===== src/rtl/hw_accel_frame_sched.sv =====
// Per-frame controller for the grayscale accelerator datapath: sequences LOAD/RUN/FLUSH,
// gates DMA writes, counts pixels/words and raises sticky timeout/overrun/wlast errors.
module hw_accel_frame_sched #(
  parameter int unsigned FRAME_WIDTH         = 640,
  parameter int unsigned FRAME_HEIGHT        = 480,
  parameter int unsigned DMA_TRANSFER_LENGTH = 1920,
  parameter int unsigned FLUSH_CYCLES        = 16,
  parameter int unsigned TIMEOUT_WIDTH       = 24
) (
  input  logic        clk,
  input  logic        rst,
  input  logic        cfg_start,
  input  logic        cfg_continuous,
  input  logic        cfg_abort,
  input  logic [1:0]  cfg_mode,
  input  logic [7:0]  cfg_thresh,
  input  logic        err_clr,
  input  logic        in_beat,
  input  logic        out_beat,
  input  logic        out_last,
  output logic        accel_rst,
  output logic [1:0]  accel_mode,
  output logic [7:0]  accel_thresh,
  output logic        dma_write_en,
  output logic        busy,
  output logic        frame_done_irq,
  output logic        timeout_err,
  output logic        in_overrun_err,
  output logic        last_err,
  output logic [15:0] frame_count
);

  localparam int unsigned PIXELS = FRAME_WIDTH * FRAME_HEIGHT;
  localparam int unsigned CW     = $clog2(PIXELS + 1);
  localparam int unsigned XW     = (DMA_TRANSFER_LENGTH > 1) ? $clog2(DMA_TRANSFER_LENGTH) : 1;
  localparam int unsigned FW     = (FLUSH_CYCLES > 1) ? $clog2(FLUSH_CYCLES) : 1;

  localparam logic [CW-1:0] PIX_FULL   = CW'(PIXELS);
  localparam logic [CW-1:0] PIX_LAST   = CW'(PIXELS - 1);
  localparam logic [XW-1:0] XFER_LAST  = XW'(DMA_TRANSFER_LENGTH - 1);
  localparam logic [FW-1:0] FLUSH_LAST = FW'(FLUSH_CYCLES - 1);

  localparam logic [1:0] S_IDLE  = 2'd0;
  localparam logic [1:0] S_LOAD  = 2'd1;
  localparam logic [1:0] S_RUN   = 2'd2;
  localparam logic [1:0] S_FLUSH = 2'd3;

  logic [1:0]               r_state;
  logic [1:0]               w_state_nxt;
  logic [CW-1:0]            r_in_cnt;
  logic [CW-1:0]            r_out_cnt;
  logic [XW-1:0]            r_xfer_idx;
  logic [TIMEOUT_WIDTH-1:0] r_wd;
  logic [FW-1:0]            r_flush_cnt;
  logic                     r_done;
  logic                     r_abort_seen;
  logic [1:0]               r_mode;
  logic [7:0]               r_thresh;
  logic                     r_irq;
  logic [15:0]              r_frame_count;
  logic                     r_timeout_err;
  logic                     r_overrun_err;
  logic                     r_last_err;

  logic w_run;
  logic w_in_full;
  logic w_xfer_end;
  logic w_done_hit;
  logic w_wd_expired;
  logic w_last_bad;
  logic w_flush_end;
  logic w_loop;
  logic w_set_timeout;
  logic w_set_overrun;
  logic w_set_last;

  assign w_run        = (r_state == S_RUN);
  assign w_in_full    = (r_in_cnt == PIX_FULL);
  assign w_xfer_end   = (r_xfer_idx == XFER_LAST);
  assign w_done_hit   = out_beat && (r_out_cnt == PIX_LAST);
  assign w_wd_expired = &r_wd;
  assign w_last_bad   = (out_last && (!out_beat || !w_xfer_end)) ||
                        (out_beat && w_xfer_end && !out_last);
  assign w_flush_end  = (r_state == S_FLUSH) && (r_flush_cnt == FLUSH_LAST);
  // An abort arriving on the final FLUSH cycle still cancels the auto-restart.
  assign w_loop       = r_done && cfg_continuous && !r_abort_seen && !cfg_abort;

  // Timeout is only recorded when it is the exit actually taken (lowest priority).
  assign w_set_timeout = w_run && w_wd_expired && !cfg_abort && !w_done_hit;
  assign w_set_overrun = w_run && in_beat && w_in_full;
  assign w_set_last    = w_run && w_last_bad;

  always_comb begin
    w_state_nxt = r_state;
    case (r_state)
      S_IDLE:  if (cfg_start && !cfg_abort) w_state_nxt = S_LOAD;
      S_LOAD:  w_state_nxt = S_RUN;
      S_RUN:   if (cfg_abort || w_done_hit || w_wd_expired) w_state_nxt = S_FLUSH;
      S_FLUSH: if (w_flush_end) w_state_nxt = w_loop ? S_LOAD : S_IDLE;
      default: w_state_nxt = S_IDLE;
    endcase
  end

  always_ff @(posedge clk) begin
    if (rst) begin
      r_state       <= S_IDLE;
      r_in_cnt      <= '0;
      r_out_cnt     <= '0;
      r_xfer_idx    <= '0;
      r_wd          <= '0;
      r_flush_cnt   <= '0;
      r_done        <= 1'b0;
      r_abort_seen  <= 1'b0;
      r_mode        <= '0;
      r_thresh      <= 8'd100;
      r_irq         <= 1'b0;
      r_frame_count <= '0;
    end else begin
      r_state <= w_state_nxt;
      r_irq   <= w_flush_end && r_done;
      if (w_flush_end && r_done) r_frame_count <= r_frame_count + 16'd1;
      case (r_state)
        S_LOAD: begin
          r_mode       <= cfg_mode;
          r_thresh     <= cfg_thresh;
          r_in_cnt     <= '0;
          r_out_cnt    <= '0;
          r_xfer_idx   <= '0;
          r_wd         <= '0;
          r_flush_cnt  <= '0;
          r_done       <= 1'b0;
          r_abort_seen <= cfg_abort;
        end
        S_RUN: begin
          if (in_beat && !w_in_full) r_in_cnt <= r_in_cnt + CW'(1);
          if (out_beat) begin
            r_out_cnt  <= r_out_cnt + CW'(1);
            r_xfer_idx <= w_xfer_end ? '0 : r_xfer_idx + XW'(1);
          end
          r_wd        <= (in_beat || out_beat) ? '0 : r_wd + TIMEOUT_WIDTH'(1);
          r_flush_cnt <= '0;
          if (cfg_abort) begin
            r_abort_seen <= 1'b1;
            r_done       <= 1'b0;
          end else if (w_done_hit) begin
            r_done <= 1'b1;
          end
        end
        S_FLUSH: begin
          r_flush_cnt <= r_flush_cnt + FW'(1);
          if (cfg_abort) r_abort_seen <= 1'b1;
        end
        default: ;
      endcase
    end
  end

  // Sticky flags: a new error in the same cycle as err_clr survives the clear.
  always_ff @(posedge clk) begin
    if (rst) begin
      r_timeout_err <= 1'b0;
      r_overrun_err <= 1'b0;
      r_last_err    <= 1'b0;
    end else begin
      r_timeout_err <= w_set_timeout || (r_timeout_err && !err_clr);
      r_overrun_err <= w_set_overrun || (r_overrun_err && !err_clr);
      r_last_err    <= w_set_last    || (r_last_err    && !err_clr);
    end
  end

  assign accel_rst      = (r_state == S_IDLE) || (r_state == S_FLUSH);
  assign dma_write_en   = w_run;
  assign busy           = (r_state != S_IDLE);
  assign accel_mode     = r_mode;
  assign accel_thresh   = r_thresh;
  assign frame_done_irq = r_irq;
  assign frame_count    = r_frame_count;
  assign timeout_err    = r_timeout_err;
  assign in_overrun_err = r_overrun_err;
  assign last_err       = r_last_err;

endmodule

===== config.mk =====
export PLATFORM = sky130hd
export DESIGN_NAME = hw_accel_frame_sched
export DESIGN_NICKNAME = d
export VERILOG_FILES = /design/src/rtl/hw_accel_frame_sched.sv
export SDC_FILE = /design/constraint.sdc
export NUM_CORES = 1
export LEC_CHECK = 0
export CORE_ASPECT_RATIO = 0.5
export CORE_MARGIN = 3
export CORE_UTILIZATION = 52
export DETAILED_ROUTE_END_ITERATION = 12
export PLACE_DENSITY = 0.77
export RECOVER_POWER = 50
export SLEW_MARGIN = 5
export SYNTH_ARGS = -nofsm -noshare
export SYNTH_HDL_FRONTEND = slang
export SYNTH_SLANG_ARGS = --single-unit

===== constraint.sdc =====
create_clock -name clk -period 2.21 [get_ports clk]
set_clock_uncertainty 0.05 [all_clocks]
set_input_delay 0.442 -clock clk [delete_from_list [all_inputs] [get_ports clk]]
set_output_delay 0.442 -clock clk [all_outputs]
set_load 0.005 [all_outputs]

# Word-level counts from Yosys, hierarchy flattened
# Index checks and enable logic that the tools add are counted.
# totals
out_inout_bits	33
ff_bits	111
# op_classes
reduce_logical	50
muxes	20
eq_ne	14
n_addsub	6
# ops
cell	count
$pmux 19 s2	2
$pmux 24 s2	1
$add 19x1->19 const B	2
$eq 19x19->1 const B	2
$mux 19	2
$add 24x1->24 const B	1
$mux 24	1
$reduce_and 24->1	1
$mux 11	2
$pmux 11 s2	1
$logic_and 1x1->1	20
$add 16x1->16 const B	1
$add 11x1->11 const B	1
$eq 11x11->1 const B	1
$logic_or 1x1->1	9
$logic_not 1->1	8
$pmux 2 s4	1
$pmux 4 s2	1
$reduce_and 2->1	4
$reduce_bool 2->1	4
$mux 2	3
$ne 2x1->1 const B	3
$ne 2x2->1 const B	3
$add 4x1->4 const B	1
other kinds (9)	15

# Logic depth before layout (Yosys ltp)
# Gate-level depths: netlist of run 1.
# logic_depth
ltp_word	7
ltp_mapped	8

# Worst setup path before layout of run 1
# No wires, ideal clock.
# synth_path
path_kind	register -> register
startpoint	register r_state[0]
endpoint	register r_in_cnt[16]
slack_ns	0.001
path_buffers	0
period_less_slack_ns	2.209
t_arrival_ns	2.089
stages_incl_launch_ff	8
setup_ns	0.071
cell_sequence	dfxtp_1 -> inv_1 -> ha_1 -> nand2b_1 -> a21boi_0 -> o21ai_1 -> or4_2 -> a21oi_1
# synth_between
elab_chain_cells	3
word_cells_on_any_way	6
cone_classes	eq/ne (3); mux (1); reduce/logical (2)
# synth_lines
element	line_no	text
from (decl)	48	logic [1:0] r_state;
from (signal assigned)	119	r_state <= w_state_nxt;
$eq 2x2->1 (*)	n/a	
net dma_write_en	24	output logic dma_write_en,
$ne 2x1->1 (no source line) / $reduce_bool 2->1 (equally long branches)	n/a	
$reduce_and 2->1 (no source line)	n/a	
to (signal assigned)	135	if (in_beat && !w_in_full) r_in_cnt <= r_in_cnt + CW'(1);
to (decl)	50	logic [CW-1:0] r_in_cnt;
# The timed path passes the listed nets; every way through them passes the cells marked *.
# A chain may end at the register's enable or synchronous reset.

# Worst setup path after layout of run 1
# layout_path
startpoint	register r_in_cnt[8]
endpoint	register r_in_cnt[18]
# layout_between
elab_chain_cells	5
word_cells_on_any_way	8
cone_classes	add/sub (1); eq/ne (2); mux (2); reduce/logical (3)
# layout_lines
element
parallel branches: the longest is 5 deep, another holds $add 19x1->19
# Parallel ways; which one is timed is not known. The select of a mux whose other input is x is not followed.

==> results of run 1 <==
-- sequential cells by signal, summed over array words and instances, names as in the netlist --
name / cells
r_abort_seen: 1
timeout_err: 1
accel_mode: 2
accel_thresh: 8
frame_count: 16
r_wd: 24
r_in_cnt: 19
r_xfer_idx: 11
r_state: 2
in_overrun_err: 1
r_flush_cnt: 4
r_out_cnt: 19
last_err: 1
r_done: 1
frame_done_irq: 1
-- through the flow --
| stage | instance area (sq um) | worst slack (ps) |
|---|---|---|
| 2_1_floorplan | 5320 | 0.588 |
| 5_1_grt | 6590 | -7.57 |
| 3_3_place_gp | 6280 | -98.2 |
| 6_report | 6590 | 68.3 |
| 4_1_cts | 6600 | 17.0 |
| 3_5_place_dp | 6280 | -178 |
-- where the power goes --
group	leakage, nW	internal (mW)	switching [mW]
logic	1.26	0.679	0.910
clock network	0.146	0.912	0.733
registers	0.896	2.09	0.0585
-- critical path, cell delays in order, from the launching register on --
cell	delay, ps
dfxtp_1	400
nand4_1	200
or4_4	570
or2_1	290
or4_1	420
a21oi_1	160
-- cell usage in the layout (no fill, tap or decap), drive strengths merged, types with 15 or more instances in the layout --
| cell type | n |
|---|---|
| dfxtp | 111 |
| nor2 | 83 |
| nand2 | 60 |
| a21oi | 51 |
| buf | 43 |
| o21ai | 34 |
| nand3 | 32 |
| dlygate4sd3 | 25 |
| nand4 | 25 |
| clkdlybuf4s50 | 24 |
| or3 | 23 |
| xor2 | 21 |
| clkbuf | 18 |
| inv | 15 |
-- worst min-delay path by stage --
stage	start	end	slack, ps
2_1_floorplan	timeout_err	timeout_err	400
3_3_place_gp	timeout_err	timeout_err	400
3_5_place_dp	accel_thresh[2]	accel_thresh[2]	410
4_1_cts	rst	timeout_err	340
5_1_grt	rst	accel_thresh[1]	350
6_report	rst	timeout_err	340
-- kinds of logic (layout without fill, tap and decap cells) --
logic type | Yosys count | after routing | synth area share, %
xor+xnor | 35 | 35 | 5.76
simple gates | 311 | 311 | 30.3
mux | 14 | 14 | 2.66
buf+inv | 38 | 131 | 2.68
compound gates | 125 | 125 | 14.1
flops | 111 | 111 | 41.8
fa+ha+maj | 12 | 12 | 2.82
-- area by class of cell --
cell class              instances  share of cell area, %
inverters                      15                  0.854
repair buffers                100                   13.1
flip-flops and latches        111                   33.7
clock buffers                  11                   3.68
clock inverters                 5                  0.854
well taps                     135                   2.56
multi-input cells             497                   45.3
-- routing by layer --
layer	part of all wire, %	vias up	routed length [um]
met5	0	-	0
met4	1.1	0	137
met3	3.9	15	484
li1	-	2517	-
met2	46	90	5780
met1	49	2363	6140
-- what timing repair did --
item,CTS,global route
pin swaps,0,1
gates resized for setup,6,4
endpoints found under the setup margin,2,8
setup buffers,0,1
==> flow_summary_export.csv, run 1 <==
group,metric,value,unit
sta,slew_viol_final,0,
yosys,synth_nets,677,
cts,hold_buffers,0,
grt,grt_max_degree,33,
cts,clkTransAtPathRegs,70,ps
worst_setup_path,end_kind,"register",
yosys,synth-main-ff-cell,"dfxtp_1",
routing,vias,4985,
yosys,yosys.cell_types.count,56,
cts,clock_path_buffers,2,
routing,totalWireLength,12500,um
yosys,yosys_register_bits,111,
cells_and_area,fin_cells,874,
floorplan,initial_utilization,54.9,%
yosys,yosysTopAreaCellShare,41.8,%
yosys,synthTopCellsByArea,"dfxtp_1 42%, nor2_1 5.9%, a21oi_1 4.8%, nand2_1 4.2%, xor2_1 3.5%",
worst_setup_path,r2r_end,"r_in_cnt[18]",
sta,clock.fmax,467,MHz
cells_and_area,n_antenna_cell,0,
sta,worst_slew_margin_rel,65.1,%
floorplan,placementRows,25,
worst_setup_path,cp_max_fo,5,
grt,grtUsageTotal,22.5,%
yosys,syn_inst,646,
pwr,power.total,5.38,mW
cells_and_area,synthToLayoutAreaGrowth,23.9,%
yosys,synth_warnings,0,
pwr,p_per_area,816,mW/mm^2
worst_setup_path,r2r_cells,5,
cells_and_area,fillCellCount,829,
place,dp.cells,857,
worst_setup_path,endpoint,"r_in_cnt[18]",
grt,antenna_found_initial,0,
sta,setup_viol,0,
pwr,leakagePower,2.31,nW
place,gp_congestion,0.854,
cts,htree_levels,3,
sta,fin_tns_setup,0,ps
grt,busiest_layer,"met2",
sta,worst-slew-pin-transition,522,ps
worst_hold_path,hold_depth,2,
floorplan,die-area,0.0116,sq mm
worst_setup_path,reg2reg_slack,70,ps
yosys,ys_seq_area_share,41.8,%
yosys,yosys-top-cells-count,"111 x dfxtp_1, 83 x nor2_1, 60 x nand2_1, 51 x a21oi_1, 33 x o21ai_0",
yosys,syn_area_per_cell,8.24,sq um
floorplan,boundaryPins,52,
yosys,synth_edf_count,0,
run_status,status,"finished, final reports clean",
worst_setup_path,r2r_start,"r_in_cnt[8]",
sta,rsz0062_at_grt,"yes",
routing,drc_errors,0,
place,port_buffers,51,
cts,clk_latency,340,ps
worst_setup_path,crit_type,"register to register",
cells_and_area,final_layout_size_suffix_gt1_share,10.3,%
cells_and_area,post-route-util,68.0,%
routing,vias_per_cell,5.70,
cts,root_buffer,"clkbuf_16",
worst_setup_path,required,2430,ps
routing,ant_nets,0,
cells_and_area,multi_input_area,0.00298,sq mm
sta,fin_crit_sh,96.9,%
cts,cts_tree,"done",
routing,drt-wirelength-per-cell,14.3,um
grt,met3_usage,4.55,%
pwr,ir_drop,0.434,mV
place,dp_hpwl,8890,um
cells_and_area,fin_nets,765,
sta,timing.final.crit_period,2140,ps
floorplan,fp.dieH,77.5,um
routing,initialDrtViolationCount,257,
floorplan,coreArea,0.00970,sq mm
floorplan,die_w,149,um
sta,report.final.hold_viol_count,0,
yosys,yosysMostFrequentCell,"dfxtp_1",
grt,grt_pass1_vias,4749,
cts,numCtsBuffers,9,
cells_and_area,regArea,0.00222,sq mm
yosys,synth_area,0.00532,sq mm
yosys,ys_async_sr_fraction,0,%
worst_setup_path,start_kind,"register",
grt,met1_usage,31.0,%
routing,firstDrtPassIters,5,
cts,cts_sinks,111,
grt,overflow,0,
grt,met2_usage,36.5,%
grt,grt_pass1_wl,21800,um
sta,hold_ws,344,ps
worst_setup_path,arrival,2360,ps
run,drv_cap,0,
yosys,synth_area_leader_cell,"dfxtp_1",
worst_setup_path,crit_start,"r_in_cnt[8]",
worst_hold_path,hold_class,"input pin to register",
Power figures use the tool's default switching activity.
==> inputs of run 2 (changes only) <==
Settings changed: SLEW_MARGIN 5 to default.
==> results of run 2 <==
The final DEF is identical to that of run 1; final timing and power are the same.
==> inputs of run 3 (changes only) <==
Settings changed: CORE_UTILIZATION 52 to 35, PLACE_DENSITY 0.77 to default.
==> flow_summary_export.csv, run 3 (synthesis results as in run 1) <==
group,metric,value,unit
worst_setup_path,timing.critical_path.mode_cell,"inv_1",
sta,clock.fmax,472,MHz
routing,initialDrtViolationCount,302,
place,gp_congestion,0.792,
sta,worst_slew_margin_rel,67.1,%
cts,clkTransAtPathRegs,70,ps
worst_setup_path,end_kind,"output port",
grt,grt_pass1_wl,21700,um
floorplan,die-area,0.0168,sq mm
worst_setup_path,path_cells,"inv_1, ha_4, inv_1, clkdlybuf4s50_1",
sta,slew_viol_final,0,
sta,rsz0062_at_grt,"no",
floorplan,coreArea,0.0147,sq mm
cells_and_area,post-route-util,46.0,%
worst_setup_path,crit_start,"r_state[1]",
worst_setup_path,required,1720,ps
routing,ant_nets,0,
cells_and_area,n_antenna_cell,0,
cts,clk_latency,350,ps
cells_and_area,top_register,"r_wd",
pwr,p_per_area,804,mW/mm^2
sta,fin_crit_sh,95.9,%
sta,setup_viol,0,
sta,worst-slew-pin-transition,492,ps
cts,root_buffer,"clkbuf_16",
sta,hold_ws,380,ps
sta,timing.final.crit_period,2120,ps
worst_setup_path,cp_max_fo,3,
cells_and_area,layout_commonest_cell,"dfxtp_1",
grt,grt_max_degree,32,
cells_and_area,synthToLayoutAreaGrowth,26.8,%
cells_and_area,top_regs,"r_wd (24), r_in_cnt (19), r_out_cnt (19)",
cts,numCtsBuffers,9,
routing,drt-wirelength-per-cell,13.3,um
cells_and_area,fin_area,0.00675,sq mm
floorplan,placementRows,31,
worst_hold_path,hp-start,"rst",
grt,grt_pass1_vias,4569,
cells_and_area,largest_reg_flops,24,
floorplan,fp.dieH,93.2,um
worst_setup_path,worst_path_largest_cell_delay,520,ps
grt,antenna_found_initial,0,
routing,vias,4886,
cells_and_area,fin_nets,774,
pwr,ir_drop,0.415,mV
routing,totalWireLength,12600,um
worst_setup_path,arrival,1630,ps
routing,vias_per_cell,5.16,
floorplan,boundaryPins,52,
run_status,status,"finished, final reports clean",
pwr,leakagePower,2.36,nW
place,dp.cells,928,
cts,cts_sinks,111,
worst_setup_path,start_kind,"register",
place,dpl-instance-area,0.00642,sq mm
cells_and_area,layout_common_cells,"109 x dfxtp_1, 83 x nor2_1, 60 x nand2_1",
cells_and_area,fin_cells,946,
cts,hold_buffers,0,
cells_and_area,final_layout_size_suffix_gt1_share,11.9,%
cts,clock_path_buffers,2,
floorplan,initial_utilization,36.3,%
grt,grtUsageTotal,15.2,%
cts,cts_tree,"done",
sta,report.final.hold_viol_count,0,
worst_setup_path,critPathSlowestCell,"clkdlybuf4s50_1",
place,port_buffers,51,
worst_setup_path,crit_type,"register to output port",
routing,drc_errors,0,
routing,firstDrtPassIters,4,
cts,htree_levels,3,
pwr,power.total,5.43,mW
place,dp_hpwl,9230,um
worst_hold_path,hold_class,"input pin to register",
floorplan,die_w,180,um
run,drv_cap,0,
worst_setup_path,r2r_start,"r_state[0]",
grt,overflow,0,
## run 3: cell types whose count changed in the layout (fill, tap and decap cells not counted), moves of 2 or more
| cell | delta |
|---|---|
| buf_4 | +10 |
| clkbuf_1 | -2 |
| clkinv_4 | +5 |
| dlygate4sd3_1 | +2 |
## run 3: final cells by class
| class | instances | area (sq um) |
|---|---|---|
| tap | 198 | 248 |
| multi-input combinational | 497 | 2990 |
| timing repair buffer | 109 | 948 |
| fill | 1474 | 7910 |
| inverter | 15 | 56.3 |
| clock buffer | 9 | 225 |
| clock inverter | 7 | 57.6 |
| sequential | 111 | 2220 |
## run 3: final timing paths
kind | to | cells after the start | slack [ps]
worst min register to register | timeout_err | 2 | 400
worst max-delay path | accel_rst | 4 | 90
worst min-delay path | r_state[1] | 2 | 380
worst max register to register | r_in_cnt[15] | 8 | 130
## run 3: metrics by stage
| step | worst slack, ps | setup TNS [ps] |
|---|---|---|
| 4_1_cts | 7.26 | 0 |
| 5_1_grt | 3.97 | 0 |
| 3_5_place_dp | -136 | -569 |
| 6_report | 90.0 | 0 |
| 2_1_floorplan | 0.588 | 0 |
| 3_3_place_gp | -71.8 | -153 |
## run 3: routing by layer
| layer | global-route usage, % | wire, um |
|---|---|---|
| met1 | 20.6 | 6500 |
| met2 | 25.3 | 5710 |
| met3 | 2.68 | 289 |
| met4 | 3.89 | 105 |
| met5 | 0 | 0 |
## run 3: repair_timing
item | CTS | global route
pin swaps | 0 | 2
buffers inserted | 0 | 2
resized for setup | 3 | 7
gates cloned | 0 | 0
setup endpoints to repair | 2 | 17
## run 3: where the power goes
group / switching (mW) / leakage, nW / internal (mW) / total (mW)
logic: 0.927 / 1.32 / 0.800 / 1.73
clock network: 0.778 / 0.140 / 0.778 / 1.56
registers: 0.0522 / 0.897 / 2.09 / 2.14
## run 3: critical path: cells and delay by family, from the launching register on
family | cells | cell delay, ps
flops | 1 | 340
fa+ha+maj | 1 | 270
buf+inv | 3 | 680
